<file path="src/rtl/chad_mcu_pkg.sv">
// Shared constants and the boot sequencer state type for the chad_mcu shell.
package chad_mcu_pkg;

    localparam logic [7:0]  CMD_READ  = 8'h03;
    localparam logic [23:0] BOOT_ADDR = 24'h000000;

    typedef enum logic [2:0] {
        WAIT,
        CMD,
        DATA,
        SEND,
        RUN
    } state_t;

endpackage

</file>
<file path="src/rtl/chad_mcu_uart.sv">
// 8N1 UART: transmit shifter fed by one holding register, and a receive sampler.
// Handshake: a tx byte transfers on a clk edge where tx_valid and tx_ready are both high;
// rx_valid is a one-clk strobe with rx_data stable for that clk and has no back-pressure.
module chad_mcu_uart
    import chad_mcu_pkg::*;
#(
    parameter int unsigned BAUD_DIV = 868
) (
    input  logic       clk,
    input  logic       rst,
    input  logic [7:0] tx_data,
    input  logic       tx_valid,
    output logic       tx_ready,
    output logic [7:0] rx_data,
    output logic       rx_valid,
    input  logic       rxd,
    output logic       txd
);

    localparam logic [15:0] BAUD_LAST = 16'(BAUD_DIV - 1);
    localparam logic [15:0] HALF_LAST = 16'(BAUD_DIV / 2 - 1);

    logic [7:0]  hold;
    logic        hold_full;
    logic [9:0]  tx_sh;
    logic        tx_busy;
    logic [15:0] tx_cnt;
    logic [3:0]  tx_bit;

    assign tx_ready = !hold_full;
    assign txd      = tx_busy ? tx_sh[0] : 1'b1;

    always_ff @(posedge clk or posedge rst) begin
        if (rst) begin
            hold      <= 8'h00;
            hold_full <= 1'b0;
            tx_sh     <= 10'h3ff;
            tx_busy   <= 1'b0;
            tx_cnt    <= 16'd0;
            tx_bit    <= 4'd0;
        end else begin
            if (tx_valid && !hold_full) begin
                hold      <= tx_data;
                hold_full <= 1'b1;
            end
            if (!tx_busy) begin
                if (hold_full) begin
                    tx_sh     <= {1'b1, hold, 1'b0};
                    tx_busy   <= 1'b1;
                    tx_cnt    <= 16'd0;
                    tx_bit    <= 4'd0;
                    hold_full <= 1'b0;
                end
            end else if (tx_cnt == BAUD_LAST) begin
                tx_cnt <= 16'd0;
                if (tx_bit == 4'd9) begin
                    tx_busy <= 1'b0;
                end else begin
                    tx_sh  <= {1'b1, tx_sh[9:1]};
                    tx_bit <= tx_bit + 4'd1;
                end
            end else begin
                tx_cnt <= tx_cnt + 16'd1;
            end
        end
    end

    logic        rx_s1, rx_s2, rx_prev;
    logic        rx_active;
    logic [3:0]  rx_idx;
    logic [15:0] rx_cnt;
    logic [7:0]  rx_sh;

    // rx_idx 0 is the start-bit re-check at half a bit; 1..8 data; 9 stop.
    always_ff @(posedge clk or posedge rst) begin
        if (rst) begin
            rx_s1     <= 1'b1;
            rx_s2     <= 1'b1;
            rx_prev   <= 1'b1;
            rx_active <= 1'b0;
            rx_idx    <= 4'd0;
            rx_cnt    <= 16'd0;
            rx_sh     <= 8'h00;
            rx_data   <= 8'h00;
            rx_valid  <= 1'b0;
        end else begin
            rx_s1    <= rxd;
            rx_s2    <= rx_s1;
            rx_prev  <= rx_s2;
            rx_valid <= 1'b0;
            if (!rx_active) begin
                if (rx_prev && !rx_s2) begin
                    rx_active <= 1'b1;
                    rx_cnt    <= 16'd0;
                    rx_idx    <= 4'd0;
                end
            end else if (rx_idx == 4'd0) begin
                if (rx_cnt == HALF_LAST) begin
                    rx_cnt <= 16'd0;
                    if (rx_s2) begin
                        rx_active <= 1'b0;
                    end else begin
                        rx_idx <= 4'd1;
                    end
                end else begin
                    rx_cnt <= rx_cnt + 16'd1;
                end
            end else if (rx_cnt == BAUD_LAST) begin
                rx_cnt <= 16'd0;
                if (rx_idx == 4'd9) begin
                    rx_active <= 1'b0;
                    if (rx_s2) begin
                        rx_data  <= rx_sh;
                        rx_valid <= 1'b1;
                    end
                end else begin
                    rx_sh  <= {rx_s2, rx_sh[7:1]};
                    rx_idx <= rx_idx + 4'd1;
                end
            end else begin
                rx_cnt <= rx_cnt + 16'd1;
            end
        end
    end

endmodule

</file>
<file path="src/rtl/chad_mcu.sv">
// MCU shell top: boots by reading BOOT_BYTES from SPI NOR flash with READ 0x03,
// sends the 8-bit checksum on the UART, then echoes received bytes.
module chad_mcu
    import chad_mcu_pkg::*;
#(
    parameter int unsigned BOOT_DELAY = 30000,
    parameter int unsigned BOOT_BYTES = 16,
    parameter int unsigned SCK_DIV    = 2,
    parameter int unsigned BAUD_DIV   = 868
) (
    input  logic       clk,
    input  logic       rst,
    input  logic       rxd,
    output logic       txd,
    output logic       sclk,
    output logic       cs_n,
    input  logic [3:0] qdi,
    output logic [3:0] qdo,
    output logic [3:0] oe,
    output state_t     state,
    output logic [7:0] checksum
);

    localparam logic [31:0] WAIT_LAST = 32'(BOOT_DELAY - 1);
    localparam logic [31:0] BIT_TOTAL = 32'(32 + 8 * BOOT_BYTES);
    localparam logic [15:0] SCK_LAST  = 16'(SCK_DIV - 1);

    state_t      next_state;
    logic [31:0] wait_cnt;
    logic [31:0] bit_cnt;
    logic [15:0] div_cnt;
    logic        sclk_q;
    logic [31:0] mosi_sh;
    logic [7:0]  rx_byte;
    logic        boot_done;
    logic        spi_active;
    logic        sck_edge;

    logic        tx_valid;
    logic        tx_ready;
    logic [7:0]  tx_data;
    logic        rx_valid;
    logic [7:0]  rx_data;
    logic        unused_pads;

    assign unused_pads = ^{qdi[3:2], qdi[0]};

    // bit_cnt counts completed sclk pulses (falling edges).
    assign boot_done  = (bit_cnt == BIT_TOTAL);
    assign spi_active = ((state == CMD) || (state == DATA)) && !boot_done;
    assign sck_edge   = spi_active && (div_cnt == SCK_LAST);
    assign sclk       = sclk_q;

    always_ff @(posedge clk or posedge rst) begin
        if (rst) begin
            state <= WAIT;
        end else begin
            state <= next_state;
        end
    end

    always_comb begin
        next_state = state;
        cs_n       = 1'b1;
        oe         = 4'b0000;
        qdo        = 4'b0000;
        tx_valid   = 1'b0;
        tx_data    = rx_data;
        unique case (state)
            WAIT: begin
                if (wait_cnt == WAIT_LAST) next_state = CMD;
            end
            CMD: begin
                cs_n = 1'b0;
                oe   = 4'b0001;
                qdo  = {3'b000, mosi_sh[31]};
                if (sck_edge && sclk_q && (bit_cnt == 32'd31)) next_state = DATA;
            end
            DATA: begin
                // The cycle after the last falling sclk edge still holds cs_n low.
                cs_n = 1'b0;
                if (boot_done) next_state = SEND;
            end
            SEND: begin
                tx_valid = 1'b1;
                tx_data  = checksum;
                if (tx_ready) next_state = RUN;
            end
            RUN: begin
                tx_valid = rx_valid;
            end
            default: next_state = WAIT;
        endcase
    end

    always_ff @(posedge clk or posedge rst) begin
        if (rst) begin
            wait_cnt <= 32'd0;
            bit_cnt  <= 32'd0;
            div_cnt  <= 16'd0;
            sclk_q   <= 1'b0;
            mosi_sh  <= {CMD_READ, BOOT_ADDR};
            rx_byte  <= 8'h00;
            checksum <= 8'h00;
        end else begin
            if (state == WAIT) wait_cnt <= wait_cnt + 32'd1;
            if (!spi_active) begin
                div_cnt <= 16'd0;
            end else if (sck_edge) begin
                div_cnt <= 16'd0;
                sclk_q  <= !sclk_q;
                if (!sclk_q) begin
                    if (state == DATA) begin
                        rx_byte <= {rx_byte[6:0], qdi[1]};
                        if (bit_cnt[2:0] == 3'd7) checksum <= checksum + {rx_byte[6:0], qdi[1]};
                    end
                end else begin
                    bit_cnt <= bit_cnt + 32'd1;
                    mosi_sh <= {mosi_sh[30:0], 1'b0};
                end
            end else begin
                div_cnt <= div_cnt + 16'd1;
            end
        end
    end

    chad_mcu_uart #(
        .BAUD_DIV(BAUD_DIV)
    ) u_uart (
        .clk     (clk),
        .rst     (rst),
        .tx_data (tx_data),
        .tx_valid(tx_valid),
        .tx_ready(tx_ready),
        .rx_data (rx_data),
        .rx_valid(rx_valid),
        .rxd     (rxd),
        .txd     (txd)
    );

endmodule

</file>
<file path="config.mk">
export PLATFORM = sky130hd
export DESIGN_NAME = chad_mcu
export DESIGN_NICKNAME = d
export VERILOG_FILES = /design/src/rtl/chad_mcu_pkg.sv /design/src/rtl/chad_mcu_uart.sv /design/src/rtl/chad_mcu.sv
export SDC_FILE = /design/constraint.sdc
export NUM_CORES = 1
export LEC_CHECK = 0
export BUFFER_PORTS_ARGS = -buffer_cell sky130_fd_sc_hd__buf_2
export CAP_MARGIN = 20
export CORE_MARGIN = 2
export CORE_UTILIZATION = 50
export CTS_BUF_LIST = sky130_fd_sc_hd__clkbuf_4 sky130_fd_sc_hd__clkbuf_8
export DETAILED_ROUTE_END_ITERATION = 8
export PLACE_DENSITY = 0.66
export SETUP_SLACK_MARGIN = 0.2
export SLEW_MARGIN = 5
export SYNTH_ARGS = -nofsm -noshare
export SYNTH_HDL_FRONTEND = slang
export SYNTH_SLANG_ARGS = --single-unit
</file>
<file path="constraint.sdc">
create_clock -name clk -period 7.39 [get_ports clk]
set_clock_uncertainty 0.05 [all_clocks]
set_input_delay 1.1085 -clock clk [delete_from_list [all_inputs] [get_ports clk]]
set_output_delay 1.1085 -clock clk [all_outputs]
set_load 0.01 [all_outputs]
</file>
# Word-level counts from Yosys, hierarchy flattened
# Index checks and enable logic that the tools add are counted.
[classes]
addsub = 8
eq_ne = 24
n_mux = 55
bitwise_logic = 4
reduce_logical = 25
[ops]
columns = ["op", "count"]
rows = [
  ["$mux W16", 10],
  ["$add A32 B1 Y32 const B", 2],
  ["$add A16 B1 Y16 const B", 3],
  ["$mux W4", 11],
  ["$mux W10", 4],
  ["$eq A16 B10 Y1 const B", 2],
  ["$eq A32 B15 Y1 const B", 1],
  ["$eq A32 B5 Y1 const B", 1],
  ["$eq A32 B8 Y1 const B", 1],
  ["$mux W1", 23],
  ["$reduce_and A5 Y1", 4],
  ["$eq A16 B1 Y1 const B", 1],
  ["$eq A16 B9 Y1 const B", 1],
  ["$pmux W3 S5", 1],
  ["$mux W3", 4],
  ["$ne A3 B3 Y1 const B", 4],
  ["$ne A2 B2 Y1 const B", 5],
  ["$add A4 B1 Y4 const B", 2],
  ["$add A8 B8 Y8", 1],
  ["$eq A4 B4 Y1 const B", 2],
  ["$mux W8", 1],
  ["$reduce_and A4 Y1", 2],
  ["$eq A3 B2 Y1 const B", 2],
  ["$eq A3 B3 Y1 const B", 2],
  ["13 further kinds", 26],
]
[totals]
reg_bits = 188
output_inout_bits = 22
wordCells = 139

# Longest topological paths before layout
# Gate-level depths: netlist of the first run.
[logic_depth]
ltp_word = 8
mapped_depth = 9
depth_no_buf = 8

# Hierarchy
# From an unflattened synthesis of the first run, not the netlist that was laid out.
[unflattened]
cells_unflattened = 895
hier_area_um2 = 9516.6
[modules_own_cells]
columns = ["mod", "instances", "cells_each", "area_each_um2", "seq_area_each_um2"]
rows = [
  ["chad_mcu", 1, 510, 5594.1, 2680.1],
  ["chad_mcu_uart", 1, 385, 3922.5, 2016.9],
]

# Worst setup path after synthesis of the first run
# No wires, ideal clock.
[synth_path]
kind = "in2reg"
startpoint = "input port qdi[1]"
endpoint = "register checksum[6]"
arrival_time_ps = 2447
required_ps = 7212
setup_slack_ps = 4765
stages = 8
path_cell_list = "ha_1 > inv_1 > fa_1 > nor2b_1 > o21a_1 > o21a_1 > o311ai_0 > mux2_1"
[synth_between]
elab_chain_len = 1
[synth_rtl]
columns = ["item", "line_no", "rtl"]
rows = [
  ["start: declaration", "chad_mcu.sv:17", "input logic [3:0] qdi,"],
  ["$add A8 B8 Y8", "chad_mcu.sv:115", "if (bit_cnt[2:0] == 3'd7) checksum <= checksum + {rx_byte[6:0], qdi[1]};"],
  ["end signal: assignment", "chad_mcu.sv:115", ""],
  ["end: declaration", "chad_mcu.sv:21", "output logic [7:0] checksum"],
]
# No other way between the ends.
# A chain may end at the register's enable or synchronous reset.

# Worst setup path after layout of the first run
[layout_path]
startpoint = "register state[0]"
endpoint = "output port qdo[0]"
[layout_between]
elab_chain_len = 2
[layout_rtl]
columns = ["item", "line_no", "rtl"]
rows = [
  ["start: declaration", "chad_mcu.sv:20", "output state_t state,"],
  ["start signal: assignment", "chad_mcu.sv:58", "state <= next_state;"],
  ["$eq A3 B1 Y1", "chad_mcu.sv:69", "unique case (state)"],
  ["$mux W1", "chad_mcu.sv:69", ""],
  ["end: declaration", "chad_mcu.sv:18", "output logic [3:0] qdo,"],
]
# No other way between the ends.

==> results of run 1 <==
-- flip-flops by register name, indices dropped and copies added, names as in the netlist, 8 cells and up --
| register | cells |
|---|---|
| bit_cnt | 32 |
| checksum | 8 |
| div_cnt | 16 |
| mosi_sh | 8 |
| u_uart.hold | 8 |
| u_uart.rx_cnt | 16 |
| u_uart.rx_data | 8 |
| u_uart.rx_sh | 8 |
| u_uart.tx_cnt | 16 |
| u_uart.tx_sh | 9 |
| wait_cnt | 32 |
-- worst register-to-register path, stage by stage (launching register included) --
cell and delay (ns):
sky130_fd_sc_hd__dfrtp_1 0.46, sky130_fd_sc_hd__inv_1 0.09, sky130_fd_sc_hd__ha_1 0.17, sky130_fd_sc_hd__nor3b_1 0.34
sky130_fd_sc_hd__nand3b_1 0.16, sky130_fd_sc_hd__a21o_1 0.69, sky130_fd_sc_hd__nand2_1 0.38, sky130_fd_sc_hd__o22ai_1 0.27
-- Yosys cell counts (5+ instances only) --
cell type	instances	area share, %
sky130_fd_sc_hd__a21o_1	5	0.40
sky130_fd_sc_hd__a21oi_1	23	1.2
sky130_fd_sc_hd__a22o_1	6	0.55
sky130_fd_sc_hd__a31oi_1	20	1.3
sky130_fd_sc_hd__and2_1	9	0.59
sky130_fd_sc_hd__and3_1	15	0.99
sky130_fd_sc_hd__and4_1	8	0.74
sky130_fd_sc_hd__buf_2	6	0.32
sky130_fd_sc_hd__buf_4	7	0.55
sky130_fd_sc_hd__clkbuf_1	23	0.91
sky130_fd_sc_hd__dfrtp_1	173	46
sky130_fd_sc_hd__dfstp_2	14	3.9
sky130_fd_sc_hd__ha_1	21	2.8
sky130_fd_sc_hd__inv_1	37	1.5
sky130_fd_sc_hd__mux2_2	26	3.1
sky130_fd_sc_hd__mux2_4	7	1.1
sky130_fd_sc_hd__mux2i_1	18	1.9
sky130_fd_sc_hd__nand2_1	79	3.1
sky130_fd_sc_hd__nand2b_1	8	0.53
sky130_fd_sc_hd__nand3_1	42	2.2
sky130_fd_sc_hd__nand3b_1	11	0.87
sky130_fd_sc_hd__nand4_1	26	1.7
sky130_fd_sc_hd__nor2_1	67	2.7
sky130_fd_sc_hd__nor3_1	28	1.5
sky130_fd_sc_hd__nor3_2	13	1.4
sky130_fd_sc_hd__nor4_1	24	1.6
sky130_fd_sc_hd__nor4b_1	5	0.46
sky130_fd_sc_hd__o21ai_0	31	1.6
sky130_fd_sc_hd__o22ai_1	9	0.59
sky130_fd_sc_hd__o31ai_1	6	0.48
sky130_fd_sc_hd__or2_2	5	0.33
sky130_fd_sc_hd__or3_1	10	0.66
sky130_fd_sc_hd__xnor2_1	35	3.2
sky130_fd_sc_hd__xor2_1	52	4.8
-- per-layer routing --
layer  up-vias  GRT usage (%)  routed length (um)  share of wire (%)
li1       3256              -                   -                  -
met1      3191          26.81                8987                 51
met2        89          29.59                7953                 45
met3         5          4.320                 589                3.3
met4         0          4.158                 110               0.62
met5         -              0                   0                  0
-- stage by stage --
stage,cells,hold WS (ns),util (%)
after floorplan,923,0.2952,-
after global placement,1137,0.3103,52.03
after detailed placement,1137,0.3106,52.03
after CTS,1169,0.3259,54.35
after global routing,1171,0.3342,54.45
final,1171,0.3278,54.45
-- cell families after synthesis --
logic type | share of synthesized area, %
fa+ha+maj | 2.983
other cells | 0.03957
xor+xnor | 8.040
buf+inv | 3.577
simple gates | 21.62
flops | 49.56
mux | 6.574
compound gates | 7.604
-- power by group through the flow --
| stage | clock network (mW) | logic [mW] | registers, mW |
|---|---|---|---|
| global route | 0.796 | 0.0886 | 1.07 |
| global placement | 0 | 0.0750 | 1.09 |
| detailed placement | 0 | 0.0766 | 1.09 |
| CTS | 0.754 | 0.0770 | 1.07 |
| floorplan | 0 | 0.0631 | 1.08 |
| finish | 0.730 | 0.0747 | 1.07 |
-- cell type report --
class / instances / area share, %
repair buffers: 22 / 1.196
flip-flops and latches: 187 / 46.27
multi-input cells: 659 / 43.94
well taps: 234 / 2.884
clock inverters: 10 / 1.344
clock buffers: 22 / 2.921
inverters: 37 / 1.442
-- final timing paths --
path                                              start                           end  slack (ns)  depth (start not counted)
hold / removal                   u_uart.rx_s1$_DFF_PP1_        u_uart.rx_s2$_DFF_PP1_        0.33                          0
max in group asynchronous                           rst      wait_cnt[30]$_DFFE_PP0P_        5.16                          3
hold reg to reg                  u_uart.rx_s1$_DFF_PP1_        u_uart.rx_s2$_DFF_PP1_        0.33                          0
setup / recovery                   state[0]$_DFFE_PP0P_                        qdo[0]        4.41                          4
setup reg to reg           u_uart.rx_idx[0]$_DFFE_PP0P_  u_uart.rx_cnt[3]$_DFFE_PP0P_        4.70                          7
min in group asynchronous                           rst  u_uart.rx_idx[2]$_DFFE_PP0P_        0.77                          2
==> reports/qor_table.md, run 1 <==
| Result | Reported | Unit |
|---|---|---|
| Worst hold path type | reg2reg | - |
| Final cycle utilization of the critical path | 40.39 | % |
| Worst path buffer plus inverter count | 2 | - |
| Number of H-tree levels | 4 | - |
| Max stage delay cell, worst path | sky130_fd_sc_hd__dfrtp_1 | - |
| Placer Congestion | 0.7726 | - |
| Final #Nets | 953 | - |
| Register clock-pin slew on the reported worst setup and hold paths | 0.09 | ns |
| Buffers inserted during post-CTS setup optimization | 0 | - |
| Clock latency at the later pin of the worst-skew pair | 0.46 | ns |
| Buffer depth of the longest clock path | 2 | - |
| Number of pins with negative max-slew slack in the final report | 0 | - |
| Input/output buffers | 19 | - |
| Total chip power | 1.873 | mW |
| Starting utilization of the core area | 50.84 | % |
| Total length of routed wires | 17.64 | mm |
| CTS Sinks | 187 | - |
| Register bit total from synthesis | 187 | - |
| Number of buffers inserted during clock tree synthesis | 17 | - |
| Capturing element type of the critical path | primary output | - |
| Count of pins on the block boundary | 29 | - |
| Die height | 141.7 | um |
| Max-cap violations | 0 | - |
| Most used cells in the layout excluding fill and tap cells | sky130_fd_sc_hd__dfrtp_1, sky130_fd_sc_hd__nand2_1, sky130_fd_sc_hd__nor2_1, sky130_fd_sc_hd__xor2_1, sky130_fd_sc_hd__nand3_1 | - |
| Pre-CTS setup slack | 4.486 | ns |
| Most common library cell in the layout ignoring fill and taps | sky130_fd_sc_hd__dfrtp_1 | - |
| Routed len/inst | 15.06 | um |
| Total via count after detailed routing | 6541 | - |
| TritonCTS clock tree | done | - |
| Wire length of the first global-routing pass | 30.81 | mm |
| Footprint of the multi-input gates | 0.004461 | mm2 |
| Clock root buffer | sky130_fd_sc_hd__clkbuf_8 | - |
| Dpl cell area | 0.009699 | mm2 |
| Top Family by Delay on Critical Path | simple AND/OR/NAND/NOR gates | - |
| Number of antenna violations at the first check in global routing | 0 | - |
| Fraction of power consumed by sequential logic | 57.0 | % |
| Net switching fraction of the power | 22.96 | % |
| # setup viols final | 0 | - |
| Top achievable clock speed | 0.3350 | GHz |
| Min setup slack post-route | 4.405 | ns |
| Peak supply drop | 0.0001113 | V |
| CTS-repair resized insts | 0 | - |
| Synth warn | 0 | - |
| Unrepaired setup endpoints after global routing | no | - |
| Aggregate global routing overflow | 0 | - |
| Sort of element at the start of the critical path | flip-flop | - |
| DIE WIDTH | 141.7 | um |
| ANT nets after route | 0 | - |
| Ratio of routed vias to standard cells | 5.586 | - |
| Switch Pwr | 0.4300 | mW |
| All-layer global routing usage | 18.82 | % |
| Req. time, crit path | 6.23 | ns |
| Std-Cell Core Area | 0.01864 | mm2 |
| Summed instance area of the synthesized netlist | 0.009478 | mm2 |
| Sequential standard cell area | 0.004697 | mm2 |
| Fraction of final layout cells sized beyond drive strength 1 | 13.98 | % |
| Cell row count | 50 | - |
| Area of the die | 0.02007 | mm2 |
| Maximum number of pins on one net before global-route repair | 118 | - |
| Max-Slew Margin vs Limit | 37.05 | % |
| Fin area | 0.01015 | mm2 |
| Number of buffers added to fix hold violations after cts | 0 | - |
| Cell area power density | 184.5 | mW/mm2 |
| Number of detailed-routing iterations run before antenna repair | 5 | - |
| Summed negative setup slack over all endpoints | 0 | ns |
| Number of DRC markers in iteration 0 | 395 | - |
| Crit Path Class | reg2out | - |
| Share of the yosys chip area belonging to registers | 49.56 | % |
| Share of synthesized flip-flops with an asynchronous set or reset | 100.0 | % |
| Layout filler cell count | 1644 | - |
| Dominant synthesized flop cell | sky130_fd_sc_hd__dfrtp_1 | - |
| Cell-internal power | 1.443 | mW |
| Share of total power in the clock network | 39.0 | % |
| Actual transition at the worst max-transition pin | 0.9443 | ns |
| Via count of the first global-routing pass | 6327 | - |
| Logic gate share of total power | 4.0 | % |
| Longest individual stage delay on the worst path | 0.51 | ns |
| Synthesized netlist cell count | 918 | - |
| Result of the run | completed | - |
| Highest net fanout along the worst path | 8 | - |
| Area growth syn-to-layout | 7.102 | % |
| Number of enable-type register cells in the synthesized netlist | 0 | - |
| Min Tclk post-route | 2.985 | ns |
| Avg Synthesized Cell Area | 10.32 | um2 |
| Leak Pwr | 4.557 | nW |
| Count of cell types in the netlist | 65 | - |
| Data arrival, critical path | 1.83 | ns |
| Antenna diode instance count | 0 | - |
| Cell-by-cell listing of the critical path | inv_1 > nor3_1 > and2_1 > buf_2 | - |
| DRC violations left | 0 | - |
| HPWL reported at the end of detailed placement | 11.63 | mm |
| Number of endpoints with negative hold slack in the final report | 0 | - |
Power figures use the tool's default switching activity.
==> run 2, diff against run 1 <==
--- a/config.mk
+++ b/config.mk
@@ -11,7 +11,7 @@
 export CORE_UTILIZATION = 50
 export CTS_BUF_LIST = sky130_fd_sc_hd__clkbuf_4 sky130_fd_sc_hd__clkbuf_8
 export DETAILED_ROUTE_END_ITERATION = 8
-export PLACE_DENSITY = 0.66
+export PLACE_DENSITY = 0.69
 export SETUP_SLACK_MARGIN = 0.2
 export SLEW_MARGIN = 5
 export SYNTH_ARGS = -nofsm -noshare
==> constraint.sdc (replaced) <==
create_clock -name clk -period 2.39 [get_ports clk]
set_clock_uncertainty 0.05 [all_clocks]
set_input_delay 0.3585 -clock clk [delete_from_list [all_inputs] [get_ports clk]]
set_output_delay 0.3585 -clock clk [all_outputs]
set_load 0.01 [all_outputs]
==> reports/qor_table.md, run 2 (same netlist as run 1, synthesis figures left out) <==
| Result | Reported | Unit | vs previous |
|---|---|---|---|
| Result of the run | completed | - | unchanged |
| Number of detailed-routing iterations run before antenna repair | 5 | - | unchanged |
| Number of pins with negative max-slew slack in the final report | 0 | - | unchanged |
| Total chip power | 5.928 | mW | was 1.873 mW |
| Wire length of the first global-routing pass | 32.11 | mm | was 30.81 mm |
| Sort of element at the start of the critical path | flip-flop | - | unchanged |
| Post-route worst hold slack | 0.1300 | ns | was 0.3278 ns |
| Number of DRC markers in iteration 0 | 439 | - | was 395 |
| R2r setup slk | 0.21 | ns | was 4.70 ns |
| Final cycle utilization of the critical path | 91.39 | % |  |
| HPWL reported at the end of detailed placement | 12.71 | mm | was 11.63 mm |
| Unrepaired setup endpoints after global routing | yes | - | was no |
| Number of H-tree levels | 4 | - | unchanged |
| Number of antenna violations at the first check in global routing | 0 | - | unchanged |
| Top flop regs | bit_cnt: 32 flops, wait_cnt: 32 flops | - | unchanged |
| ANT nets after route | 0 | - | unchanged |
| Longest individual stage delay on the worst path | 0.42 | ns | was 0.51 ns |
| Reg-to-reg critical path startpoint | div_cnt[13]$_DFF_PP0_ | - | was u_uart.rx_idx[0]$_DFFE_PP0P_ |
| Ratio of routed vias to standard cells | 5.610 | - | was 5.586 |
| Total length of routed wires | 18.74 | mm | was 17.64 mm |
| Number of buffers inserted during clock tree synthesis | 17 | - | unchanged |
| Clock latency at the later pin of the worst-skew pair | 0.46 | ns | about the same |
| Worst path buffer plus inverter count | 1 | - | was 2 |
| CTS Sinks | 187 | - | unchanged |
| Min Tclk post-route | 2.184 | ns |  |
| Worst hold path type | in2reg | - | was reg2reg |
| Most used cells in the layout excluding fill and tap cells | sky130_fd_sc_hd__dfrtp_1, sky130_fd_sc_hd__nand2_1, sky130_fd_sc_hd__nor2_1, sky130_fd_sc_hd__buf_4, sky130_fd_sc_hd__xor2_1 | - | was sky130_fd_sc_hd__dfrtp_1, sky130_fd_sc_hd__nand2_1, sky130_fd_sc_hd__nor2_1, sky130_fd_sc_hd__xor2_1, sky130_fd_sc_hd__nand3_1 |
| Area of the die | 0.02007 | mm2 | unchanged |
| Req. time, crit path | 2.68 | ns | was 6.23 ns |
| Antenna diode instance count | 0 | - | unchanged |
| # setup viols final | 0 | - | unchanged |
| Register clock-pin slew on the reported worst setup and hold paths | 0.10 | ns | was 0.09 ns |
| Data arrival, critical path | 2.48 | ns | was 1.83 ns |
| Peak supply drop | 0.0003378 | V | was 0.0001113 V |
| Fraction of final layout cells sized beyond drive strength 1 | 22.85 | % | was 13.98% |
| Via count of the first global-routing pass | 6632 | - | was 6327 |
| Capturing element type of the critical path | flip-flop | - | was primary output |
| Worst reg2reg endpoint | checksum[5]$_DFFE_PP0P_ | - | was u_uart.rx_cnt[3]$_DFFE_PP0P_ |
| Number of endpoints with negative hold slack in the final report | 0 | - | unchanged |
| Starting utilization of the core area | 50.84 | % | unchanged |
| DIE WIDTH | 141.7 | um | unchanged |
| Count of pins on the block boundary | 29 | - | unchanged |
| Max stage delay cell, worst path | sky130_fd_sc_hd__dfrtp_1 | - | unchanged |
| Cell-by-cell listing of the critical path | nor4_1 > nand4_1 > buf_4 > or3_4 > nand2b_4 > mux2_1 | - | was inv_1 > nor3_1 > and2_1 > buf_2 |
| Cells on Worst Hold Path | 2 | - | was 0 |
| Top Family by Delay on Critical Path | simple AND/OR/NAND/NOR gates | - | unchanged |
| Buffer depth of the longest clock path | 2 | - | unchanged |
| Area growth syn-to-layout | 15.97 | % | was 7.102% |
| Most common library cell in the layout ignoring fill and taps | sky130_fd_sc_hd__dfrtp_1 | - | unchanged |
| Input/output buffers | 19 | - | unchanged |
| Final #Nets | 1018 | - | was 953 |
| Leak Pwr | 4.976 | nW | was 4.557 nW |
| Layout filler cell count | 1555 | - | was 1644 |
| Summed negative setup slack over all endpoints | 0 | ns | unchanged |
| Highest net fanout along the worst path | 7 | - | was 8 |
| Crit Path Class | reg2reg | - | was reg2out |
| Max-Slew Margin vs Limit | 61.97 | % | was 37.05% |
| R2R cell count | 6 | - | was 7 |
| Maximum number of pins on one net before global-route repair | 71 | - | was 118 |
| All-layer global routing usage | 19.64 | % | was 18.82% |
| Routed len/inst | 15.16 | um | was 15.06 um |
| Std-Cell Core Area | 0.01864 | mm2 | unchanged |
| Top achievable clock speed | 0.4578 | GHz |  |
| Cell row count | 50 | - | unchanged |
| Clock root buffer | sky130_fd_sc_hd__clkbuf_8 | - | unchanged |
| Placer Congestion | 0.8311 | - | was 0.7726 |
| Hold Crit Endpoint | rx_byte[0]$_DFFE_PP0P_ | - | was u_uart.rx_s2$_DFF_PP1_ |
| Cell area power density | 539.3 | mW/mm2 | was 184.5 mW/mm2 |
| Actual transition at the worst max-transition pin | 0.5705 | ns | was 0.9443 ns |
| Fin util | 58.96 | % | was 54.45% |
| Die height | 141.7 | um | unchanged |
| DRC violations left | 0 | - | unchanged |
| Aggregate global routing overflow | 0 | - | unchanged |
| Max-cap violations | 0 | - | unchanged |
| Hold_sp | qdi[1] | - | was u_uart.rx_s1$_DFF_PP1_ |
| Total via count after detailed routing | 6934 | - | was 6541 |
| TritonCTS clock tree | done | - | unchanged |
==> run 2: layout make-up <==
cell class              instances  area [um2]  area share (%)
clock inverters                12       186.4           1.696
flip-flops and latches        187        4698           42.74
inverters                      37       142.6           1.298
well taps                     234       292.8           2.664
multi-input cells             659        4726           42.99
clock buffers                  20       269.0           2.447
repair buffers                 87       676.9           6.158
==> run 2: metal layers <==
layer | share of wire [%] | routed length (um) | GRT usage, %
met2 | 47 | 8733 | 30.71
met4 | 1.1 | 199 | 4.895
met5 | 0 | 0 | 0
met3 | 3.9 | 738 | 4.961
met1 | 48 | 9064 | 27.61
==> run 2: metrics by stage <==
step                      instance area (um2)  std cells  worst slack [ns]
final                                   10990       1236            0.2057
after global routing                    10990       1236           0.06068
after floorplan                          9500        923           -0.4136
after global placement                  10150       1189         0.0005129
after detailed placement                10150       1189          -0.04048
after CTS                               10770       1229            0.1938
==> run 2: timing repair <==
item                                   CTS  global route
endpoints found under the hold margin   15             0
gates resized for setup                 18            34
gates cloned                             0             0
buffers inserted                         6             7
hold buffers                             2             0
setup endpoints to repair               55            82
pin swaps                               10            17
==> run 2: worst register-to-register path: cells and delay by family, from the launching register on <==
kind | cells | cell delay, ns
buf+inv | 1 | 0.20
flops | 1 | 0.42
mux | 1 | 0.32
simple gates | 4 | 1.07
==> run 2: where the power goes <==
| part | internal (mW) | leakage, nW | total [mW] | switching (mW) |
|---|---|---|---|---|
| clock | 1.22 | 0.220 | 2.37 | 1.15 |
| sequential | 3.23 | 2.50 | 3.31 | 0.0808 |
| combinational | 0.0950 | 2.26 | 0.251 | 0.156 |
| total | 4.54 | 4.98 | 5.93 | 1.39 |
==> run 2: worst max-delay path by stage <==
stage | from | endpoint | slack, ns | depth (start not counted)
final | div_cnt[13]$_DFF_PP0_ | checksum[5]$_DFFE_PP0P_ | 0.21 | 6
after detailed placement | div_cnt[1]$_DFF_PP0_ | checksum[3]$_DFFE_PP0P_ | -0.04 | 7
after global placement | div_cnt[1]$_DFF_PP0_ | checksum[5]$_DFFE_PP0P_ | 0.0005 | 7
after floorplan | rst | bit_cnt[0]$_DFFE_PP0P_ | -0.41 | 1
after global routing | div_cnt[1]$_DFF_PP0_ | bit_cnt[5]$_DFFE_PP0P_ | 0.06 | 9
after CTS | div_cnt[1]$_DFF_PP0_ | checksum[3]$_DFFE_PP0P_ | 0.19 | 8
